### src/rtl/countdown_ctrl.sv
// countdown_ctrl: run/pause/reload controller for a 2-digit BCD seconds countdown
// with a multiplexed 2-digit seven-segment display.
//
// Ports:
//   clk         system clock
//   rst         asynchronous, active-low reset
//   start       pulse: start / resume / restart
//   pause       pulse: pause while running
//   clear       pulse: abort to idle and reload preset
//   load_en     pulse: capture load_bcd as new preset (idle only)
//   load_bcd    {tens,ones} BCD preset value
//   tens, ones  current countdown digits
//   busy        high while running or paused
//   expired     high while the countdown sits at zero
//   done_pulse  one-cycle pulse on reaching zero
//   load_err    one-cycle pulse when a non-BCD load is rejected
//   seg_en      digit enable (01 ones, 10 tens)
//   seg_out     segments {a,b,c,d,e,f,g,dp}, active-high
module countdown_ctrl #(
    parameter int unsigned TICK_DIV   = 100_000_000,
    parameter int unsigned SCAN_DIV   = 100_000,
    parameter logic [7:0]  PRESET_BCD = 8'h59
) (
    input  logic       clk,
    input  logic       rst,
    input  logic       start,
    input  logic       pause,
    input  logic       clear,
    input  logic       load_en,
    input  logic [7:0] load_bcd,
    output logic [3:0] tens,
    output logic [3:0] ones,
    output logic       busy,
    output logic       expired,
    output logic       done_pulse,
    output logic       load_err,
    output logic [1:0] seg_en,
    output logic [7:0] seg_out
);

    localparam int unsigned PW = (TICK_DIV > 1) ? $clog2(TICK_DIV) : 1;
    localparam int unsigned SW = (SCAN_DIV > 1) ? $clog2(SCAN_DIV) : 1;

    localparam logic [1:0] S_IDLE  = 2'd0;
    localparam logic [1:0] S_RUN   = 2'd1;
    localparam logic [1:0] S_PAUSE = 2'd2;
    localparam logic [1:0] S_DONE  = 2'd3;

    logic [1:0]    state_q, state_d;
    logic [PW-1:0] presc_q, presc_d;
    logic [3:0]    tens_q, tens_d, ones_q, ones_d;
    logic [7:0]    preset_q, preset_d;
    logic          busy_q, busy_d, expired_q, expired_d;
    logic          done_pulse_q, done_pulse_d, load_err_q, load_err_d;
    logic [SW-1:0] scan_q, scan_d;
    logic          phase_q, phase_d;
    logic [1:0]    seg_en_q, seg_en_d;
    logic [7:0]    seg_out_q, seg_out_d;

    logic          tick_c, dec_zero_c, load_ok_c, blank_c, scan_wrap_c;
    logic          cmd_clear_c, cmd_pause_c, cmd_start_c, cmd_load_c;
    logic [3:0]    dec_tens_c, dec_ones_c, digit_c;

    // Seven-segment encoding, {a,b,c,d,e,f,g,dp}; non-decimal shows only dp.
    function automatic logic [7:0] enc(input logic [3:0] d);
        case (d)
            4'd0:    enc = 8'hFC;
            4'd1:    enc = 8'h60;
            4'd2:    enc = 8'hDA;
            4'd3:    enc = 8'hF2;
            4'd4:    enc = 8'h66;
            4'd5:    enc = 8'hB6;
            4'd6:    enc = 8'hBE;
            4'd7:    enc = 8'hE0;
            4'd8:    enc = 8'hFE;
            4'd9:    enc = 8'hF6;
            default: enc = 8'h01;
        endcase
    endfunction

    // One command per cycle: clear > pause > start > load_en.
    always_comb begin
        cmd_clear_c = clear;
        cmd_pause_c = !clear && pause;
        cmd_start_c = !clear && !pause && start;
        cmd_load_c  = !clear && !pause && !start && load_en;
    end

    // Countdown FSM next-state and datapath.
    always_comb begin
        state_d    = state_q;
        presc_d    = presc_q;
        tens_d     = tens_q;
        ones_d     = ones_q;
        preset_d   = preset_q;
        load_err_d = 1'b0;

        tick_c     = (presc_q == PW'(TICK_DIV - 1));
        load_ok_c  = (load_bcd[7:4] <= 4'd9) && (load_bcd[3:0] <= 4'd9);
        dec_ones_c = (ones_q == 4'd0) ? 4'd9 : ones_q - 4'd1;
        dec_tens_c = (ones_q == 4'd0) ? tens_q - 4'd1 : tens_q;
        dec_zero_c = (tens_q == 4'd0) && (ones_q == 4'd1);

        case (state_q)
            S_IDLE: begin
                presc_d = '0;
                tens_d  = preset_q[7:4];
                ones_d  = preset_q[3:0];
                if (cmd_start_c) begin
                    state_d = (preset_q == 8'h00) ? S_DONE : S_RUN;
                end else if (cmd_load_c) begin
                    if (load_ok_c) begin
                        preset_d = load_bcd;
                        tens_d   = load_bcd[7:4];
                        ones_d   = load_bcd[3:0];
                    end else begin
                        load_err_d = 1'b1;
                    end
                end
            end
            S_RUN: begin
                if (cmd_clear_c) begin
                    state_d = S_IDLE;
                    presc_d = '0;
                    tens_d  = preset_q[7:4];
                    ones_d  = preset_q[3:0];
                end else if (tick_c) begin
                    // A tick coinciding with pause is still applied before pausing.
                    presc_d = '0;
                    tens_d  = dec_tens_c;
                    ones_d  = dec_ones_c;
                    if (dec_zero_c)       state_d = S_DONE;
                    else if (cmd_pause_c) state_d = S_PAUSE;
                end else if (cmd_pause_c) begin
                    state_d = S_PAUSE;
                end else begin
                    presc_d = presc_q + PW'(1);
                end
            end
            S_PAUSE: begin
                if (cmd_clear_c) begin
                    state_d = S_IDLE;
                    presc_d = '0;
                    tens_d  = preset_q[7:4];
                    ones_d  = preset_q[3:0];
                end else if (cmd_start_c) begin
                    state_d = S_RUN;
                end
            end
            default: begin
                // Prescaler keeps running here to drive the display blink.
                tens_d  = 4'd0;
                ones_d  = 4'd0;
                presc_d = tick_c ? '0 : presc_q + PW'(1);
                if (cmd_clear_c) begin
                    state_d = S_IDLE;
                    presc_d = '0;
                    tens_d  = preset_q[7:4];
                    ones_d  = preset_q[3:0];
                end else if (cmd_start_c) begin
                    presc_d = '0;
                    if (preset_q != 8'h00) begin
                        state_d = S_RUN;
                        tens_d  = preset_q[7:4];
                        ones_d  = preset_q[3:0];
                    end
                end
            end
        endcase

        busy_d       = (state_d == S_RUN) || (state_d == S_PAUSE);
        expired_d    = (state_d == S_DONE);
        done_pulse_d = (state_d == S_DONE) && (state_q != S_DONE);
    end

    // Digit scan: alternate digits on each scan-counter wrap.
    always_comb begin
        scan_wrap_c = (scan_q == SW'(SCAN_DIV - 1));
        blank_c     = (state_q == S_DONE) && (presc_q >= PW'(TICK_DIV / 2));
        scan_d      = scan_wrap_c ? '0 : scan_q + SW'(1);
        phase_d     = phase_q;
        seg_en_d    = seg_en_q;
        seg_out_d   = seg_out_q;
        digit_c     = ones_q;
        if (scan_wrap_c) begin
            phase_d   = !phase_q;
            digit_c   = phase_d ? tens_q : ones_q;
            seg_en_d  = phase_d ? 2'b10 : 2'b01;
            seg_out_d = blank_c ? 8'h00 : enc(digit_c);
        end
    end

    // State and output registers.
    always_ff @(posedge clk or negedge rst) begin
        if (!rst) begin
            state_q      <= S_IDLE;
            presc_q      <= '0;
            tens_q       <= PRESET_BCD[7:4];
            ones_q       <= PRESET_BCD[3:0];
            preset_q     <= PRESET_BCD;
            busy_q       <= 1'b0;
            expired_q    <= 1'b0;
            done_pulse_q <= 1'b0;
            load_err_q   <= 1'b0;
            scan_q       <= '0;
            phase_q      <= 1'b1;   // so the first scan phase shows the ones digit
            seg_en_q     <= 2'b00;
            seg_out_q    <= 8'h00;
        end else begin
            state_q      <= state_d;
            presc_q      <= presc_d;
            tens_q       <= tens_d;
            ones_q       <= ones_d;
            preset_q     <= preset_d;
            busy_q       <= busy_d;
            expired_q    <= expired_d;
            done_pulse_q <= done_pulse_d;
            load_err_q   <= load_err_d;
            scan_q       <= scan_d;
            phase_q      <= phase_d;
            seg_en_q     <= seg_en_d;
            seg_out_q    <= seg_out_d;
        end
    end

    assign tens       = tens_q;
    assign ones       = ones_q;
    assign busy       = busy_q;
    assign expired    = expired_q;
    assign done_pulse = done_pulse_q;
    assign load_err   = load_err_q;
    assign seg_en     = seg_en_q;
    assign seg_out    = seg_out_q;

endmodule

### config.mk
export PLATFORM = sky130hd
export DESIGN_NAME = countdown_ctrl
export DESIGN_NICKNAME = d
export VERILOG_FILES = /design/src/rtl/countdown_ctrl.sv
export SDC_FILE = /design/constraint.sdc
export NUM_CORES = 1
export LEC_CHECK = 0
export CORE_ASPECT_RATIO = 1.1
export CORE_MARGIN = 2
export CORE_UTILIZATION = 40
export DETAILED_ROUTE_END_ITERATION = 16
export GPL_ROUTABILITY_DRIVEN = 0
export SETUP_SLACK_MARGIN = 0.1
export SYNTH_ARGS = -nofsm -noshare
export SYNTH_HDL_FRONTEND = slang
export SYNTH_SLANG_ARGS = --single-unit
### constraint.sdc
create_clock -name clk -period 4.5 [get_ports clk]
set_input_delay 0.9 -clock clk [delete_from_list [all_inputs] [get_ports clk]]
set_output_delay 0.9 -clock clk [all_outputs]
set_load 0.02 [all_outputs]
==> flow_summary.ini, run 1 <==
[critical_path]
crit_path_cell_trace = clkdlybuf4s50_1 > or4b_4 > nor4_2 > a21oi_1 > a221o_1 > mux2_2
timing.setup.critical_path_class = input port to register
cp-startpoint = clear
critPathCaptureType = register
worst_ep_required_ns = 4.77
critPathTopFamily = simple AND/OR/NAND/NOR gates
rr_startpoint = presc_q[19]
timing.critical_path.slowest_cell_delay_ns = 0.75
critPathArrivalTime_ns = 3.41
crit_slowest_cell = clkdlybuf4s50_1
start_kind = input port
crit_path_max_fanout = 20
critical_path_buf_inv_count = 1

[floorplanning]
dieArea_sq_um = 12200
chipWidth_um = 106
floorplan.rows = 40
die_height_um = 116
start_util_pct = 41.2
design.portCount = 36
core_area_sq_um = 11000

[worst_hold_path]
worstHoldPathType = register to register
hold_path.startpoint = seg_out[5]

[sta]
grt_setup_unrepaired = false
finalClockSkew_ns = 0.00979
max_slew.worst_pin.slew_ns = 0.988
fmax_ghz = 0.319
fin_tns_setup_ns = 0
timing.final.crit_share_pct = 69.6
timing_hold_violations_final = 0
finalSetupViolCount = 0
finalWorstPathRequiredPeriod_ns = 3.13
timing_max_transition_violations_final = 0
maxSlewHeadroom_pct = 34.1

[pwr]
power.share.switching_pct = 31.6
internal_power_mw = 1.32
seq_power_share_pct = 42.3
power_density_nw_per_um2 = 367
power_switching_mw = 0.612
p_total_mw = 1.94
power.clock.fraction_pct = 36.7
power.leakage_nw = 2.05
max-vdd-ir-drop_mv = 0.164
power_frac_comb_pct = 21.0

[run_status]
run_status = completed

[synth]
asyncSetResetFlopFracSynth_pct = 100
synth_top_area_share_pct = 37.5
synth-seq-cells = 77
mappedNetlistArea_sq_um = 4530
post_synth_inst_count = 479
mappedNetlistNets = 506
synth_commonest_cells = 68 x dfrtp_1, 45 x nand2_1, 42 x a21oi_1, 31 x nor2_1, 26 x o31ai_1
synth.most_common_cell = dfrtp_1
post-synth-top-area-cell = dfrtp_1
synth.yosys.seq_area_share_pct = 42.8
synth.area.top_cells = dfrtp_1 38%, dfstp_2 5.2%, a21oi_1 4.6%
edff_count_synth = 0
yosys_warnings = 0
ys_types = 59
synth_ff_type = dfrtp_1
synth_area_per_cell_sq_um = 9.46

[route]
detailedRoute.firstIterationViolations = 209
routed_wirelength_um = 10500
drt_first_pass_iters = 4
viasPerCell = 5.72
remaining_drc_errors = 0
drtAntennaViolNets = 0
post_dr_wirelength_cell_um = 15.9
vias = 3778

[clocking]
tritoncts_clock_tree = built
cts-buffers-inserted = 9
post_cts_buffers = 0
clk_pin_slew_worst_paths_ns = 0.07
clock_tree.htree_level_count = 3
cts.hold.buffers_added = 0
clk-insertion-delay-late_ns = 0.35
gates_resized_cts_repair = 0
clock-root-buffer = clkbuf_16
tritoncts_num_sinks = 77
maximum_clock_path_buffer_count = 2

[placed_design]
detailed_place_hpwl_um = 7310
port_buffers = 35

[global_routing]
grt_start_max_net_pins = 78
first_global_vias = 3703
grtUsageMet3_pct = 2.92
grt_first_pass_wirelength_um = 18000
grt-busiest-layer = met2
grtUsageMet2_pct = 31.6
track_usage_pct = 18.3
antenna_found_initial = 0
globalRouteOverflowTotal = 0
grt_util_met1_pct = 23.3

[job]
drv.max_cap_violation_count = 0

[cells_and_area]
area_growth_syn_to_layout_pct = 16.4
final.fill_count = 1076
fin_nets = 535
layout_cells_sized_above_1_pct = 11.3
finish.utilization_pct = 47.9
antenna_cells = 0
registers in the layout, indices dropped and copies added (netlist names):
| signal | cells |
|---|---|
| busy | 1 |
| done_pulse | 1 |
| expired | 1 |
| load_err | 1 |
| ones | 4 |
| phase_q | 1 |
| presc_q | 27 |
| preset_q | 8 |
| scan_q | 17 |
| seg_en | 2 |
| seg_out | 8 |
| state_q | 2 |
| tens | 4 |
worst register-to-register path, cell delays in order, from the launching register on:
cell      delay (ns)
dfrtp_1         0.43
nor4bb_1        0.42
and4_1          0.36
a31oi_1         0.31
or4_1           0.58
a21oi_1         0.15
metal layers:
metal  vias up  routed length (um)
li1       1850                   -
met1      1854                4840
met2        61                5180
met3        13                 297
met4         0                 156
met5         -                   0
power by group through the flow:
stage / sequential, mW / combinational, mW / clock (mW)
after floorplan: 0.839 / 0.247 / 0
after global placement: 0.830 / 0.402 / 0
after detailed placement: 0.831 / 0.406 / 0
after CTS: 0.819 / 0.410 / 0.723
after global routing: 0.827 / 0.453 / 0.755
final: 0.818 / 0.407 / 0.712
metrics by stage:
step	cells	hold WS (ns)	cell area (sq um)	setup WS [ns]
after detailed placement	644	0.470	4990	1.02
after floorplan	479	0.455	4530	1.78
after global routing	660	0.506	5280	1.17
after global placement	644	0.455	4990	1.05
after CTS	660	0.485	5280	1.37
final	660	0.480	5280	1.37
final timing paths:
check                              endpoint  slack [ns]  cells after the start
worst max-delay path                tens[2]        1.37                      6
max in group asynchronous              busy        3.16                      1
worst min register to register   seg_out[5]        0.48                      2
min in group asynchronous        scan_q[12]        0.73                      1
worst min-delay path             seg_out[5]        0.48                      2
worst max register to register  presc_q[14]        2.16                      5
kinds of logic after synthesis:
kind of cell	count (synthesis)	share of synthesized area [%]
adders and majority gates	13	3.59
muxes	22	5.22
DFF	77	42.8
and+or+nand+nor	200	25.5
AOI/OAI and AO/OA	115	15.9
xor gates and xnor gates	18	3.48
buffers and inverters	34	3.53
area by class of cell:
class	count	area, sq um	share of cell area, %
Multi-Input combinational cell	368	2440	46.2
Sequential cell	77	1940	36.7
Timing Repair Buffer	39	378	7.16
Clock buffer	9	225	4.27
Tap cell	147	184	3.49
Clock inverter	7	63.8	1.21
Inverter	13	48.8	0.925
cells in the final DEF (no fill, tap or decap), types with 9 or more instances in the layout:
cell type	n
or3_1	9
o21ai_0	17
mux2i_1	9
nor2_1	31
nand3_1	17
and4_1	9
or4_1	17
xor2_1	9
dfrtp_1	68
nand4_1	15
and2_1	9
mux2_2	13
ha_1	13
clkbuf_16	9
a21oi_1	42
o31ai_1	26
xnor2_1	9
inv_1	13
clkdlybuf4s50_1	34
dfstp_2	9
nand2_1	45
(Power assumes the default switching activity.)
==> inputs of run 2 (changes only) <==
clock period = 2.9 ns   (was 4.5 ns; I/O delays follow)
==> run 2 against run 1 <==
  * Via count is 1.8% higher
  * Utilization up 0.45 points
  * Global-route usage grew 0.30 points
  * Register-to-register slack worse by 1.6 ns
  * First-iteration DRC count is 0.48% lower
  * Largest cell class unchanged
  * Clock power rose by 57%
  * Sequential power increased by 55%
  * Sequential share of layout area fell by 0.34 points
==> flow_summary.ini, run 2 (synthesized netlist as in run 1, its figures left out) <==
[cells_and_area]
area_growth_syn_to_layout_pct = 17.5
multi_input_comb_area_sq_um = 2440
registers.top_by_ff_count = presc_q
final.fill_count = 1051
layout.area.seq_sq_um = 1940
fin_nets = 540
finish.instance_area_sq_um = 5330
largest_registers = presc_q (27), scan_q (17)
largest_reg_flops = 27
commonest_non_fill_non_tap_cells_in_the_layout = 68 x dfrtp_1, 45 x nand2_1, 42 x a21oi_1
layout_cells_sized_above_1_pct = 12.2
antenna_cells = 0
most_frequent_standard_cell_in_the_layout_excluding_fill_and_tap_cells = dfrtp_1

[sta]
finalWorstPathRequiredPeriod_ns = 2.34
grt_setup_unrepaired = false
maxSlewHeadroom_pct = 33.2
finalClockSkew_ns = 0.00927
timing_hold_violations_final = 0
fmax_ghz = 0.428
timing_max_transition_violations_final = 0
fin_tns_setup_ns = 0
max_slew.worst_pin.slew_ns = 1.00
timing.final.crit_share_pct = 80.6
finalSetupViolCount = 0

[critical_path]
crit_path_max_fanout = 43
crit_path_cell_trace = nor4_4 > and4_1 > a21oi_2 > buf_12 > or4_1 > a21oi_1
rr_startpoint = presc_q[11]
critPathArrivalTime_ns = 2.60
start_kind = register
cp-startpoint = presc_q[11]
timing.setup.critical_path_class = register to register
critPathCaptureType = register
timing.critical_path.slowest_cell_delay_ns = 0.52
worst_ep_required_ns = 3.17
crit_slowest_cell = or4_1

[route]
drt_first_pass_iters = 4
routed_wirelength_um = 10800
detailedRoute.firstIterationViolations = 208
viasPerCell = 5.78
drtAntennaViolNets = 0
remaining_drc_errors = 0
post_dr_wirelength_cell_um = 16.3
vias = 3847

[pwr]
power.leakage_nw = 2.08
max-vdd-ir-drop_mv = 0.307
power_density_nw_per_um2 = 568

[floorplanning]
core_area_sq_um = 11000
chipWidth_um = 106
design.portCount = 36
dieArea_sq_um = 12200
start_util_pct = 41.2
floorplan.rows = 40
die_height_um = 116

[placed_design]
port_buffers = 35
detailed_place_hpwl_um = 7560
dpl_cell_area_sq_um = 5040

[global_routing]
first_global_vias = 3735
grt_start_max_net_pins = 78
grt_first_pass_wirelength_um = 18400
globalRouteOverflowTotal = 0
antenna_found_initial = 0
track_usage_pct = 18.6

[clocking]
clock_tree.htree_level_count = 3
clk-insertion-delay-late_ns = 0.35
clk_pin_slew_worst_paths_ns = 0.07
tritoncts_num_sinks = 77
cts.hold.buffers_added = 0
gates_resized_cts_repair = 0
cts-buffers-inserted = 9
maximum_clock_path_buffer_count = 2
post_cts_buffers = 0
tritoncts_clock_tree = built
clock-root-buffer = clkbuf_16

[worst_hold_path]
worstHoldPathType = input port to asynchronous set/reset pin

[job]
drv.max_cap_violation_count = 0

[run_status]
run_status = completed
-- run 2: cell count changes in the layout (fill, tap and decap cells not counted), sizes merged --
cell  previous run  this run
buf              5        10
-- run 2: path summary, 6_finish.rpt --
path | cells after the start | slack (ns) | endpoint
hold / removal | 1 | 0.40 | presc_q[12]
setup / recovery | 6 | 0.56 | presc_q[19]
setup reg to reg | 6 | 0.56 | presc_q[19]
max in group asynchronous | 1 | 1.86 | ones[2]
hold reg to reg | 2 | 0.48 | seg_out[4]
min in group clk | 2 | 0.48 | seg_out[4]
-- run 2: per-stage QoR --
stage	hold slack, ns	cells	setup slack [ns]	utilization, %	power (mW)
5_1_grt	0.492	665	0.333	48.4	3.17
2_1_floorplan	0.284	479	0.497	-	1.69
3_5_place_dp	0.466	649	0.215	45.8	1.92
4_1_cts	0.449	665	0.583	48.4	3.05
6_report	0.401	665	0.562	48.4	3.02
3_3_place_gp	0.455	649	0.247	45.8	1.92
-- run 2: per-layer routing --
| layer | global-route usage (%) | vias to the layer above | part of all wire (%) |
|---|---|---|---|
| li1 | - | 1867 | - |
| met1 | 24.3 | 1889 | 46 |
| met2 | 30.9 | 73 | 49 |
| met3 | 2.31 | 18 | 3.4 |
| met4 | 8.60 | 0 | 2.0 |
| met5 | 0 | - | 0 |
-- run 2: worst max-delay path, delay by kind of cell, from the launching register on --
kind / cells / cell delay (ns)
AO/OA/AOI/OAI: 2 / 0.28
flip-flops: 1 / 0.45
buffers and inverters: 1 / 0.17
AND/OR/NAND/NOR: 3 / 1.35
-- run 2: cell type report --
cell class                 count  share of cell area, %
multi-input combinational    368                   45.8
inverter                      13                  0.916
sequential                    77                   36.4
timing repair buffer          44                   8.03
tap                          147                   3.45
clock buffer                   9                   4.23
clock inverter                 7                   1.20
-- run 2: report_power, final --
part | leakage [nW] | total, mW | switching [mW] | internal, mW
Combinational | 0.923 | 0.633 | 0.343 | 0.290
Clock | 0.137 | 1.12 | 0.518 | 0.601
Sequential | 1.02 | 1.27 | 0.103 | 1.17
Total | 2.08 | 3.02 | 0.964 | 2.06
==> inputs of run 3 (changes only) <==
clock period = 2.1 ns   (was 2.9 ns; I/O delays follow)
==> run 3 against run 2 <==
  * The flow now finishes with violations (setup timing)
  * Sequential share of layout area down 6.0 points
  * Non-clock buffer count up 82
  * Global-route usage up 1.7 points
==> flow_summary.ini, run 3 (synthesized netlist as in run 1, its figures left out) <==
[critical_path]
crit_slowest_cell = or4_4
worst_ep_required_ns = 2.37
timing.setup.critical_path_class = register to register
critical_path_buf_inv_count = 2
cp-startpoint = presc_q[9]
critPathCaptureType = register
crit_path_cell_trace = nor4_4 > buf_4 > and4_4 > a21oi_4 > buf_12 > or4_4 > a21oi_2
worst-r2r-setup-slack_ns = -0.01
rr_startpoint = presc_q[9]
start_kind = register
critPathTopFamily = simple AND/OR/NAND/NOR gates
timing.critical_path.slowest_cell_delay_ns = 0.52
worstRegToRegCells = 7
crit_path_max_fanout = 11
critPathArrivalTime_ns = 2.38
timing.rr.end = presc_q[23]

[pwr]
p_total_mw = 4.38
power_switching_mw = 1.40
power.share.switching_pct = 31.9
internal_power_mw = 2.98
power.leakage_nw = 2.66
power_density_nw_per_um2 = 686
power_frac_comb_pct = 25.3
max-vdd-ir-drop_mv = 0.438
seq_power_share_pct = 39.8
power.clock.fraction_pct = 35.0

[cells_and_area]
finish.instance_area_sq_um = 6390
most_frequent_standard_cell_in_the_layout_excluding_fill_and_tap_cells = buf_4
largest_reg_flops = 27
fin_nets = 622
post_layout_nonfiller_instances = 747
layout_cells_sized_above_1_pct = 34.0
commonest_non_fill_non_tap_cells_in_the_layout = 81 x buf_4, 65 x dfrtp_1, 44 x nand2_1
largest_registers = presc_q (27), scan_q (17)
antenna_cells = 0
area_growth_syn_to_layout_pct = 40.9
registers.top_by_ff_count = presc_q

[floorplanning]
dieArea_sq_um = 12200
start_util_pct = 41.2
floorplan.rows = 40
core_area_sq_um = 11000
die_height_um = 116
design.portCount = 36
chipWidth_um = 106

[job]
drv.max_cap_violation_count = 0

[sta]
grt_setup_unrepaired = true
timing_hold_violations_final = 0
timing.final.crit_share_pct = 100
fin_tns_setup_ns = -0.00954
maxSlewHeadroom_pct = 64.1
timing_max_transition_violations_final = 0
max_slew.worst_pin.slew_ns = 0.535
fmax_ghz = 0.474
postLayoutSetupSlackWorst_ns = -0.00954
finalWorstPathRequiredPeriod_ns = 2.11
finalClockSkew_ns = 0.00714
finalSetupViolCount = 1

[clocking]
tritoncts_clock_tree = built
cts.hold.buffers_added = 0
clock_tree.htree_level_count = 3
clk_pin_slew_worst_paths_ns = 0.06
cts-buffers-inserted = 9
maximum_clock_path_buffer_count = 2
clock-root-buffer = clkbuf_16
tritoncts_num_sinks = 77
clk-insertion-delay-late_ns = 0.35

[global_routing]
track_usage_pct = 20.2
first_global_vias = 4114
grt_start_max_net_pins = 38
antenna_found_initial = 0
grt_first_pass_wirelength_um = 19800
globalRouteOverflowTotal = 0

[run_status]
violations = setup timing
run_status = finished with violations

[route]
vias = 4197
remaining_drc_errors = 0
drtAntennaViolNets = 0
detailedRoute.firstIterationViolations = 179
routed_wirelength_um = 12500
post_dr_wirelength_cell_um = 16.7
viasPerCell = 5.62
drt_first_pass_iters = 5

[placed_design]
detailed_place_hpwl_um = 8680
dp.cells = 717
port_buffers = 35
dpl_cell_area_sq_um = 5650
dp_slack_ns = -0.360

[worst_hold_path]
worstHoldPathType = input port to asynchronous set/reset pin
[run 3: cell types whose count changed in the layout (fill, tap and decap cells not counted), moves of 4 or more]
cell / before / now
a21oi_2: 1 / 19
mux2_4: 0 / 6
a21oi_1: 42 / 23
mux2_2: 13 / 7
dlygate4sd2_1: 0 / 5
buf_12: 1 / 5
buf_4: 9 / 81
or4_4: 0 / 13
or4_1: 17 / 4
clkdlybuf4s50_1: 34 / 26
[run 3: worst reg2reg max path: stages, from the launching register on]
cell     delay, ns
dfrtp_2       0.42
nor4_4        0.34
buf_4         0.16
and4_4        0.22
a21oi_4       0.08
buf_12        0.15
or4_4         0.52
a21oi_2       0.14
[run 3: worst max path at each step]
stage | to | depth (start not counted)
after global placement | tens[2] | 6
after global routing | presc_q[23] | 8
final | presc_q[23] | 7
after CTS | presc_q[24] | 7
after floorplan | preset_q[1] | 5
after detailed placement | tens[2] | 6
[run 3: stage by stage]
step	hold slack, ns	utilization, %
global route	0.0827	58.0
detailed placement	0.435	51.3
finish	0.0406	58.0
CTS	0.0614	55.5
floorplan	0.124	-
global placement	0.420	51.3
[run 3: metal layers]
layer  global-route usage (%)  part of all wire [%]  vias to the layer above
met5                        0                     0                        -
met4                     8.51                   2.6                        0
met3                     3.26                   2.9                       25
met2                     34.4                    49                       83
met1                     25.8                    45                     2057
li1                         -                     -                     2032
[run 3: power groups by stage]
stage                     logic, mW  registers (mW)  clock network [mW]
after floorplan               0.560            1.81                   0
after global placement         1.03            1.76                   0
after detailed placement       1.06            1.76                   0
after CTS                      1.07            1.73                1.55
after global routing           1.22            1.76                1.62
final                          1.11            1.74                1.53
[run 3: timing repair]
action / in CTS / in global routing
setup buffers: 8 / 4
gates cloned: 0 / 3
setup endpoints to repair: 49 / 40
hold endpoints to repair: 0 / 0
pin swaps: 24 / 13
resized for setup: 35 / 43
[run 3: final cells by class]
cell class,instances,area (sq um)
clock buffer,9,225
clock inverter,7,65.1
fill,983,4620
inverter,13,48.8
multi-input combinational,368,2770
sequential,77,1940
tap,147,184
timing repair buffer,126,1160
